===== src/rtl/multdiv_iter_pkg.sv =====
// Shared definitions for the iterative multiply/divide unit: FSM state
// encoding, Booth recoding pairs and a helper that builds the most-negative
// two's complement value for any operand width up to MAX_WIDTH.
package multdiv_iter_pkg;

  // Operation sequencer states.
  typedef enum logic [1:0] {
    ST_IDLE = 2'd0,
    ST_MUL  = 2'd1,
    ST_DIV  = 2'd2,
    ST_DONE = 2'd3
  } state_t;

  // Booth pair {Q[0], Q-1}: 01 adds the multiplicand, 10 subtracts it,
  // 00/11 leave the upper half alone before the shift.
  localparam logic [1:0] BOOTH_ADD = 2'b01;
  localparam logic [1:0] BOOTH_SUB = 2'b10;

  // Widest operand the helper below can describe.
  localparam int unsigned MAX_WIDTH = 64;

  // Most-negative value of a 'width'-bit two's complement number, returned
  // right-aligned in a MAX_WIDTH container; callers slice off their width.
  function automatic logic [MAX_WIDTH-1:0] most_neg(input int unsigned width);
    most_neg = {{(MAX_WIDTH-1){1'b0}}, 1'b1} << (width - 1);
  endfunction

endpackage


===== src/rtl/addsub_nbit.sv =====
// WIDTH-bit adder/subtractor: sum = a + b (sub=0) or a - b (sub=1).
// Latency: combinational. Backpressure: none (pure datapath).
// Ports: a, b operands; sub selects subtract; sum result; cout carry out
// (for subtract, 1 means no borrow, i.e. a >= b unsigned); ovf signed overflow.
module addsub_nbit #(
  parameter int WIDTH = 32
) (
  input  logic [WIDTH-1:0] a,
  input  logic [WIDTH-1:0] b,
  input  logic             sub,
  output logic [WIDTH-1:0] sum,
  output logic             cout,
  output logic             ovf
);

  logic [WIDTH-1:0] b_eff;

  // Subtract as a + ~b + 1: invert b and feed sub in as the carry.
  assign b_eff = b ^ {WIDTH{sub}};
  assign {cout, sum} = {1'b0, a} + {1'b0, b_eff} + {{WIDTH{1'b0}}, sub};

  // Signed overflow: both addends share a sign the result does not.
  assign ovf = (a[WIDTH-1] == b_eff[WIDTH-1]) && (sum[WIDTH-1] != a[WIDTH-1]);

endmodule


===== src/rtl/multdiv_iter.sv =====
// Iterative signed multiply (radix-2 Booth) / divide (restoring), one step per cycle.
// Latency: start edge 0, data_resultRDY pulses in cycle WIDTH+1 for every op, exceptions included.
// Backpressure: none; pipeline stalls on busy, a new start while busy aborts and restarts.
// Ports: clock/reset (sync, active-high); data_operandA/B operands sampled on the
// start edge; ctrl_MULT/ctrl_DIV one-cycle start pulses (multiply wins when both);
// data_result/data_exception held from DONE entry; data_resultRDY one-cycle valid; busy.
module multdiv_iter
  import multdiv_iter_pkg::*;
#(
  parameter int WIDTH = 32
) (
  input  logic             clock,
  input  logic             reset,
  input  logic [WIDTH-1:0] data_operandA,
  input  logic [WIDTH-1:0] data_operandB,
  input  logic             ctrl_MULT,
  input  logic             ctrl_DIV,
  output logic [WIDTH-1:0] data_result,
  output logic             data_exception,
  output logic             data_resultRDY,
  output logic             busy
);

  localparam int                      CW            = $clog2(WIDTH) + 1;
  localparam logic [CW-1:0]           LAST_STEP     = CW'(WIDTH - 1);
  localparam logic [MAX_WIDTH-1:0]    MOST_NEG_FULL = most_neg(WIDTH);
  localparam logic [WIDTH-1:0]        MOST_NEG      = MOST_NEG_FULL[WIDTH-1:0];
  localparam logic [WIDTH-1:0]        ALL_ONES      = '1;

  // Datapath registers, shared between the two algorithms:
  //   MUL: acc_hi = upper product half P, acc_lo = multiplier Q, q_m1 = Q-1,
  //        mcand = multiplicand M.
  //   DIV: acc_hi = partial remainder R, acc_lo = |dividend| shifting out
  //        while quotient bits shift in, mcand = signed divisor.
  state_t           state;
  logic [CW-1:0]    cnt;
  logic [WIDTH-1:0] acc_hi;
  logic [WIDTH-1:0] acc_lo;
  logic [WIDTH-1:0] mcand;
  logic             q_m1;
  logic             q_neg;
  logic             div_zero;
  logic             div_ovf;

  logic             start;
  logic             last;
  logic [1:0]       booth;
  logic [WIDTH-1:0] rem_shift;

  assign start     = ctrl_MULT | ctrl_DIV;
  assign last      = (cnt == LAST_STEP);
  assign booth     = {acc_lo[0], q_m1};
  // Remainder shifted left with the next dividend bit. The top bit of R is
  // always zero here because R < |divisor| <= 2^(WIDTH-1).
  assign rem_shift = {acc_hi[WIDTH-2:0], acc_lo[WIDTH-1]};

  // ---------------------------------------------------------------------
  // Step adder, time-shared between Booth add/sub and the trial subtract.
  // ---------------------------------------------------------------------
  logic [WIDTH-1:0] add_a;
  logic [WIDTH-1:0] add_b;
  logic             add_sub;
  logic [WIDTH-1:0] add_sum;
  logic             add_cout;
  logic             add_ovf;

  always_comb begin
    add_a   = acc_hi;
    add_b   = mcand;
    add_sub = 1'b0;
    if (state == ST_MUL) begin
      add_sub = (booth == BOOTH_SUB);
    end else if (state == ST_DIV) begin
      // Trial R - |B| without forming |B|: add B when B is negative,
      // subtract it otherwise. The carry out is then set exactly when the
      // unsigned difference is non-negative, even for B = most-negative.
      add_a   = rem_shift;
      add_sub = ~mcand[WIDTH-1];
    end
  end

  addsub_nbit #(.WIDTH(WIDTH)) u_step (
    .a    (add_a),
    .b    (add_b),
    .sub  (add_sub),
    .sum  (add_sum),
    .cout (add_cout),
    .ovf  (add_ovf)
  );

  // ---------------------------------------------------------------------
  // Booth step: optional add/sub into P, then arithmetic shift of {P,Q,Q-1}.
  // ---------------------------------------------------------------------
  logic [WIDTH-1:0] p_sel;
  logic             p_sign;
  logic [WIDTH-1:0] mul_hi_nxt;
  logic [WIDTH-1:0] mul_lo_nxt;
  logic             mul_exc;

  always_comb begin
    if ((booth == BOOTH_ADD) || (booth == BOOTH_SUB)) begin
      // P +/- M can overflow WIDTH bits (e.g. M = most-negative); the true
      // sign is the sum MSB corrected by overflow, and the shift brings the
      // value back into range, so shifting in the true sign stays exact.
      p_sel  = add_sum;
      p_sign = add_sum[WIDTH-1] ^ add_ovf;
    end else begin
      p_sel  = acc_hi;
      p_sign = acc_hi[WIDTH-1];
    end
    mul_hi_nxt = {p_sign, p_sel[WIDTH-1:1]};
    mul_lo_nxt = {p_sel[0], acc_lo[WIDTH-1:1]};
  end

  // Overflow when the full product is not the sign extension of its low half.
  assign mul_exc = (mul_hi_nxt != {WIDTH{mul_lo_nxt[WIDTH-1]}});

  // ---------------------------------------------------------------------
  // Restoring divide step: keep the difference only if it did not go negative.
  // ---------------------------------------------------------------------
  logic [WIDTH-1:0] div_hi_nxt;
  logic [WIDTH-1:0] div_lo_nxt;

  assign div_hi_nxt = add_cout ? add_sum : rem_shift;
  assign div_lo_nxt = {acc_lo[WIDTH-2:0], add_cout};

  // ---------------------------------------------------------------------
  // Negator: |dividend| on the start edge, signed quotient on the final
  // divide edge. A start on the final edge aborts that divide, so the start
  // operand takes the negator without losing anything.
  // ---------------------------------------------------------------------
  logic [WIDTH-1:0] fix_in;
  logic [WIDTH-1:0] fix_sum;
  logic             fix_cout_unused;
  logic             fix_ovf_unused;

  assign fix_in = start ? data_operandA : div_lo_nxt;

  addsub_nbit #(.WIDTH(WIDTH)) u_fix (
    .a    ({WIDTH{1'b0}}),
    .b    (fix_in),
    .sub  (1'b1),
    .sum  (fix_sum),
    .cout (fix_cout_unused),
    .ovf  (fix_ovf_unused)
  );

  // ---------------------------------------------------------------------
  // Sequencer and registered outputs.
  // ---------------------------------------------------------------------
  always_ff @(posedge clock) begin
    if (reset) begin
      state          <= ST_IDLE;
      cnt            <= '0;
      acc_hi         <= '0;
      acc_lo         <= '0;
      mcand          <= '0;
      q_m1           <= 1'b0;
      q_neg          <= 1'b0;
      div_zero       <= 1'b0;
      div_ovf        <= 1'b0;
      data_result    <= '0;
      data_exception <= 1'b0;
      data_resultRDY <= 1'b0;
      busy           <= 1'b0;
    end else if (start) begin
      // A start in any state (re)loads and restarts the latency count; an
      // aborted op never pulses RDY. Result/exception keep their old values.
      cnt            <= '0;
      acc_hi         <= '0;
      q_m1           <= 1'b0;
      busy           <= 1'b1;
      data_resultRDY <= 1'b0;
      q_neg          <= data_operandA[WIDTH-1] ^ data_operandB[WIDTH-1];
      div_zero       <= (data_operandB == '0);
      div_ovf        <= (data_operandA == MOST_NEG) && (data_operandB == ALL_ONES);
      if (ctrl_MULT) begin
        state  <= ST_MUL;
        mcand  <= data_operandA;
        acc_lo <= data_operandB;
      end else begin
        state  <= ST_DIV;
        mcand  <= data_operandB;
        acc_lo <= data_operandA[WIDTH-1] ? fix_sum : data_operandA;
      end
    end else begin
      data_resultRDY <= 1'b0;
      case (state)
        ST_MUL: begin
          acc_hi <= mul_hi_nxt;
          acc_lo <= mul_lo_nxt;
          q_m1   <= acc_lo[0];
          cnt    <= cnt + CW'(1);
          if (last) begin
            state          <= ST_DONE;
            busy           <= 1'b0;
            data_resultRDY <= 1'b1;
            data_result    <= mul_lo_nxt;
            data_exception <= mul_exc;
          end
        end
        ST_DIV: begin
          acc_hi <= div_hi_nxt;
          acc_lo <= div_lo_nxt;
          cnt    <= cnt + CW'(1);
          if (last) begin
            state          <= ST_DONE;
            busy           <= 1'b0;
            data_resultRDY <= 1'b1;
            data_exception <= div_zero | div_ovf;
            // Exceptional divides still run all steps so latency is fixed;
            // their result is substituted here.
            if (div_zero) begin
              data_result <= '0;
            end else if (div_ovf) begin
              data_result <= MOST_NEG;
            end else begin
              data_result <= q_neg ? fix_sum : div_lo_nxt;
            end
          end
        end
        ST_DONE: begin
          state <= ST_IDLE;
          cnt   <= '0;
        end
        default: begin
          state <= ST_IDLE;
        end
      endcase
    end
  end

endmodule


===== config.mk =====
export PLATFORM = sky130hd
export DESIGN_NAME = multdiv_iter
export DESIGN_NICKNAME = d
export VERILOG_FILES = /design/src/rtl/multdiv_iter_pkg.sv /design/src/rtl/addsub_nbit.sv /design/src/rtl/multdiv_iter.sv
export SDC_FILE = /design/constraint.sdc
export NUM_CORES = 1
export LEC_CHECK = 0
export ABC_AREA = 1
export BUFFER_PORTS_ARGS = -buffer_cell sky130_fd_sc_hd__buf_2
export CAP_MARGIN = 0
export CORE_MARGIN = 2
export CORE_UTILIZATION = 30
export DETAILED_ROUTE_END_ITERATION = 16
export PLACE_DENSITY = 0.48
export SYNTH_ARGS = -nofsm -noshare
export SYNTH_HDL_FRONTEND = slang
export SYNTH_HIERARCHICAL = 1
export SYNTH_SLANG_ARGS = --single-unit

===== constraint.sdc =====
create_clock -name clock -period 8.6 [get_ports clock]
set_input_delay 2.15 -clock clock [delete_from_list [all_inputs] [get_ports clock]]
set_output_delay 2.15 -clock clock [all_outputs]
set_load 0.02 [all_outputs]

# --- Word-level counts from Yosys, hierarchy flattened ---
# Cells that the tools add are included.
word_totals:
  ff_bits: 143
  input_bits: 68
  word_cells: 86
op_classes:
  n_addsub: 4
  n_eq_ne: 14
  mux: 32
  bitwise: 9
  reduce_logical: 14
op_table:
  columns: ["operator", "count"]
  rows:
  - ["2-to-1 mux 32 bit", 14]
  - ["case mux 32 bit (2 select lines)", 3]
  - ["equality test 32 bit (second input constant)", 2]
  - ["adder 32 x 32 -> 33 bit", 1]
  - ["adder 33 x 1 -> 33 bit", 1]
  - ["adder 32 x 1 -> 32 bit (second input constant)", 1]
  - ["zero test 32 bit", 1]
  - ["!= test 32 bit", 1]
  - ["inverter 32 bit", 1]
  - ["XOR 32 bit", 1]
  - ["case mux 6 bit (2 select lines)", 1]
  - ["2-to-1 mux 1 bit", 9]
  - ["2-to-1 mux 2 bit", 4]
  - ["nonzero test 2 bit", 4]
  - ["adder 6 x 1 -> 6 bit (second input constant)", 1]
  - ["equality test 2 bit (second input constant)", 3]
  - ["equality test 6 x 5 -> 1 bit (second input constant)", 1]
  - ["equality test 2 x 1 -> 1 bit (second input constant)", 2]
  - ["!= test 2 bit (second input constant)", 2]
  - ["AND reduction 4 bit", 1]
  - ["OR reduction 2 bit", 2]
  - ["!= test 3 x 1 -> 1 bit (second input constant)", 1]
  - ["inverter 1 bit", 3]
  - ["nonzero test 3 bit", 1]
  - ["other kinds (9)", 12]

# --- Logic depth before layout (Yosys ltp) ---
depth:
  word_depth: 14
  mapped_depth: 46
  mapped_depth_nobuf: 39

# --- Hierarchy ---
# Netlist, hierarchy kept.
modules_own_cells:
  columns: ["mod", "n_inst", "cells_per_inst", "area_each_um2", "seq_area_each_um2"]
  rows:
  - ["multdiv_iter", 1, 1586, 9625.5, 2862.7]
  - ["addsub_nbit", 2, 419, 2346.0, 0.0]

# --- Worst setup path before layout ---
# Ideal clock, no wire load.
synth_timing:
  path_type: "register to register"
  start: "reg state[0]"
  end: "reg data_result[20]"
  t_arrival_ps: 5572
  required_ps: 8509
  path_slack_ps: 2937
  stages_incl_launch_ff: 43
  path_buffers: 7
  cell_sequence: "dfxtp_1 > inv_1 > ha_1 > buf_2 > inv_2 > or2_1 > buf_2 > clkbuf_1 > o21ai_0 > buf_6 > buf_2 > xor2_1 > ha_1 > a21o_1 > nor2_1 > nor2_1 > nor2_1 > nor2_1 > [7 not listed] > o21ai_0 > inv_2 > nand2_2 > nand2_2 > inv_1 > fa_1 > o21ai_2 > nand2_1 > nand2_1 > nand2_1 > nand2_2 > nand2_1 > nand2_1 > xor2_1 > nand2_1 > o21ai_0 > nand2_1 > a311oi_1"
synth_via:
  elab_chain_len: 14
  elab_cells_between_ends: 21
synth_rtl:
  columns: ["element", "line", "source"]
  rows:
  - ["from (decl)", "multdiv_iter.sv:35", "state_t state;"]
  - ["from (signal assigned)", "multdiv_iter.sv:153", "state <= ST_IDLE;"]
  - ["from (signal assigned)", "multdiv_iter.sv:178", "state <= ST_MUL;"]
  - ["from (signal assigned)", "multdiv_iter.sv:182", "state <= ST_DIV;"]
  - ["equality test 2 bit", "multdiv_iter.sv:73", "end else if (state == ST_DIV) begin"]
  - ["2-to-1 mux 1 bit", "multdiv_iter.sv:73", null]
  - ["2-to-1 mux 1 bit *", "multdiv_iter.sv:71", "if (state == ST_MUL) begin"]
  - ["net add_sub", "multdiv_iter.sv:62", "logic add_sub;"]
  - ["XOR 32 bit", "addsub_nbit.sv:19", "assign b_eff = b ^ {WIDTH{sub}};"]
  - ["adder 32 x 32 -> 33 bit", "addsub_nbit.sv:20", "assign {cout, sum} = {1'b0, a} + {1'b0, b_eff} + {{WIDTH{1'b0}}, sub};"]
  - ["adder 33 x 1 -> 33 bit *", "addsub_nbit.sv:20", null]
  - ["net add_cout", "multdiv_iter.sv:64", "logic add_cout;"]
  - ["[1 not listed]", null, null]
  - ["net fix_in[0]", "multdiv_iter.sv:132", "logic [WIDTH-1:0] fix_in;"]
  - ["inverter 32 bit (no source line) *", null, null]
  - ["adder 32 x 1 -> 32 bit *", "addsub_nbit.sv:20", null]
  - ["net fix_sum[20]", "multdiv_iter.sv:133", "logic [WIDTH-1:0] fix_sum;"]
  - ["2-to-1 mux 32 bit *", "multdiv_iter.sv:218", "data_result <= q_neg ? fix_sum : div_lo_nxt;"]
  - ["2-to-1 mux 32 bit *", "multdiv_iter.sv:215", "end else if (div_ovf) begin"]
  - ["2-to-1 mux 32 bit *", "multdiv_iter.sv:213", "if (div_zero) begin"]
  - ["2-to-1 mux 32 bit *", "multdiv_iter.sv:206", "if (last) begin"]
  - ["case mux 32 bit (2 select lines) *", "multdiv_iter.sv:188", "case (state)"]
  - ["to (signal assigned)", "multdiv_iter.sv:198", "data_result <= mul_lo_nxt;"]
  - ["to (signal assigned)", "multdiv_iter.sv:218", null]
  - ["to (decl)", "multdiv_iter.sv:18", "output logic [WIDTH-1:0] data_result,"]
# Mark *: on every way through the listed nets, which the timed path passes. The rest lies on a longest branch. The select of a mux whose other input is x is not followed.
# A chain may end at the register's enable or synchronous reset.

# --- Worst setup path in the final report ---
layout_timing:
  start: "reg state[1]"
  end: "reg data_result[30]"
# The elaborated chain is that of the path after synthesis.

==> flow_metrics.env <==
export IMPL_antenna_found_initial=0
export IMPL_report_final_setup_viol=0
export IMPL_netlist_instances=2414
export IMPL_worstHoldPathCells=2
export IMPL_min_delay_path_class="reg2reg"
export IMPL_timing_critical_path_depth=39
export IMPL_p_clk_frac=0.307
export IMPL_synth_yosys_warnings=6
export IMPL_total_wirelength_of_the_detailed_routed_design_um=60600
export IMPL_finalWeightedCongestion=0.942
export IMPL_synth_avg_cell_area_um2=5.91
export IMPL_ratio_of_final_minimum_period_to_clock_period=0.709
export IMPL_post_place_ws_ns=2.47
export IMPL_first_pass_iters=7
export IMPL_setup_ws_ns=2.50
export IMPL_power_density_relative_to_cell_area_nw_per_um2=156
export IMPL_power_static_leakage_nw=7.66
export IMPL_syn_cell_area_um2=14300
export IMPL_cpMostUsedCell="sky130_fd_sc_hd__nand2_1"
export IMPL_outcome="completed"
export IMPL_numClockSinks=143
export IMPL_drt_vias_per_instance=5.24
export IMPL_critPathTopFamily="simple AND/OR/NAND/NOR gates"
export IMPL_timing_slew_headroom=0.350
export IMPL_cp_required_ns=8.99
export IMPL_dr_first_iter_drc_count=1490
export IMPL_crit_path_top_delay_cell="sky130_fd_sc_hd__o21ai_4"
export IMPL_count_of_hold_buffers_inserted_by_post_cts_repair=0
export IMPL_cts_root_buffer="sky130_fd_sc_hd__clkbuf_16"
export IMPL_clk_pin_slew_worst_paths_ns=0.07
export IMPL_placed_wire_length_estimate_after_detailed_placement_um=46200
export IMPL_power_share_switching=0.442
export IMPL_power_switching_mw=1.10
export IMPL_post_cts_setup_buffer_count=0
export IMPL_area_growth_from_synthesis_to_layout_pct=11.1
export IMPL_unrepaired_setup_endpoints_after_global_routing="no"
export IMPL_drt_drc_violations_left=0
export IMPL_antenna_cells=0
export IMPL_stdcell_area_um2=15900
export IMPL_place_detailed_instances=3052
export IMPL_clockBufferDepth=2
export IMPL_routed_wire_length_per_instance_um=19.7
export IMPL_setup_worst_path_start_class="register"
export IMPL_timing_critical_path_to_type="register"
export IMPL_post_route_cells_drive_above_1_share=0.0868
export IMPL_placementRows=79
export IMPL_place_area_um2=15300
export IMPL_design_die_area_um2=49300
export IMPL_grt_pass1_wl_um=92900
export IMPL_cts_buffers=17
export IMPL_stdcell_count=3084
export IMPL_sequentialPowerShare=0.305
export IMPL_port_buffers=102
export IMPL_floorplan_initialDensity=0.305
export IMPL_timing_worst_slew_pin_value_ns=0.967
export IMPL_period_needed_ns=6.10
export IMPL_cts_tree="done"
export IMPL_first_global_vias=15546
export IMPL_worstSetupPathType="reg2reg"
export IMPL_clock_insertion_delay_worst_skew_ns=0.48
export IMPL_p_comb_frac=0.388
export IMPL_critical_path_reg2reg_startpoint="state[1]"
export IMPL_final_setup_skew_ns=0.0182
export IMPL_startpoint="state[1]"
export IMPL_timing_fmax_mhz=164
export IMPL_worstPathMaxFanout=19
export IMPL_worst_path_largest_cell_delay_ns=0.58
export IMPL_die_y_um=222
export IMPL_slew_violations=0
export IMPL_finish_utilization=0.339
export IMPL_cts_htree_levels=4
export IMPL_gr_total_overflow=0
export IMPL_max_cap_violations=0
export IMPL_ir_drop_v=0.000115
export IMPL_arrival_ns=6.49
export IMPL_holdCritStartpoint="cnt[0]"
export IMPL_setup_reg_to_reg_worst_slack_ns=2.50
export IMPL_post_cts_resize_count=0
export IMPL_total_internal_power_mw=1.38
export IMPL_largest_net_degree_at_the_start_of_global_routing=88
export IMPL_placeableCoreArea_um2=46800
export IMPL_final_hold_violation_count=0
export IMPL_rr_worst_depth=39
export IMPL_ant_nets=0
export IMPL_fp_dieW_um=222
export IMPL_groute_usage_overall=0.245
export IMPL_detailroute_via_count=16169
export IMPL_design_portCount=103
export IMPL_cp_buffers_inverters=5
export IMPL_setup_tns_ns=0
export IMPL_fin_nets=2602
power groups by stage:
stage               combinational, mW  clock, mW  sequential, mW
global placement                0.922          0           0.770
global route                     1.06      0.810           0.760
CTS                             0.925      0.787           0.755
floorplan                       0.660          0           0.755
finish                          0.962      0.762           0.755
detailed placement              0.921          0           0.769
cell usage in the layout, fill, tap and decap left out, types with 6 or more instances in the layout:
cell type,n
sky130_fd_sc_hd__conb_1,35
sky130_fd_sc_hd__nand4_1,25
sky130_fd_sc_hd__a221oi_1,29
sky130_fd_sc_hd__inv_1,308
sky130_fd_sc_hd__nand2_2,26
sky130_fd_sc_hd__xnor2_1,6
sky130_fd_sc_hd__a21o_1,8
sky130_fd_sc_hd__nor4_1,14
sky130_fd_sc_hd__a21oi_1,202
sky130_fd_sc_hd__clkbuf_16,17
sky130_fd_sc_hd__nor2_1,213
sky130_fd_sc_hd__o21bai_1,11
sky130_fd_sc_hd__nand2_1,595
sky130_fd_sc_hd__nand3_1,65
sky130_fd_sc_hd__nor2_2,6
sky130_fd_sc_hd__mux2i_1,17
sky130_fd_sc_hd__buf_4,18
sky130_fd_sc_hd__nor3_1,14
sky130_fd_sc_hd__inv_8,6
sky130_fd_sc_hd__buf_2,102
sky130_fd_sc_hd__inv_2,8
sky130_fd_sc_hd__dfxtp_1,142
sky130_fd_sc_hd__o21ai_1,49
sky130_fd_sc_hd__ha_1,66
sky130_fd_sc_hd__a22oi_1,34
sky130_fd_sc_hd__o21ai_0,300
sky130_fd_sc_hd__xor2_1,98
final timing paths:
check | endpoint
hold / removal | cnt[0]
setup / recovery | data_result[30]
setup reg to reg | data_result[30]
hold reg to reg | cnt[0]
worst register-to-register path: cells and delay by family, from the launching register on:
kind	cells	cell delay, ns
flip-flops	1	0.38
adder cells (fa/ha/maj)	3	0.95
AO/OA/AOI/OAI	6	1.41
buffers and inverters	5	0.71
AND/OR/NAND/NOR	24	2.37
XOR/XNOR	1	0.21
stage by stage:
step	total power, mW	hold WS, ns
3_3_place_gp	1.69	0.463
5_1_grt	2.63	0.496
4_1_cts	2.47	0.480
2_1_floorplan	1.41	0.443
3_5_place_dp	1.69	0.468
6_report	2.48	0.476
flip-flops by register name, indices dropped and copies added (netlist names):
signal,cells
cnt,6
div_ovf,1
div_zero,1
data_resultRDY,1
state,2
acc_lo,32
q_m1,1
add_b,32
acc_hi,32
busy,1
data_exception,1
data_result,32
q_neg,1
metal layers:
| layer | vias to the layer above | wire [um] | track usage |
|---|---|---|---|
| met5 | - | 0 | 0 |
| met4 | 0 | 3180 | 0.126 |
| met3 | 114 | 3020 | 0.0378 |
| met2 | 511 | 28600 | 0.416 |
| met1 | 7547 | 25800 | 0.300 |
| li1 | 7997 | - | - |
area by class of cell:
cell class	count	area (um^2)
Clock buffer	17	425
Multi-Input combinational cell	1866	9830
Inverter	316	1190
Clock inverter	15	146
Sequential cell	143	2860
Fill cell	5311	30900
Tap cell	607	759
Timing Repair Buffer	120	646
Note: power is estimated with default switching activity, not from simulation.
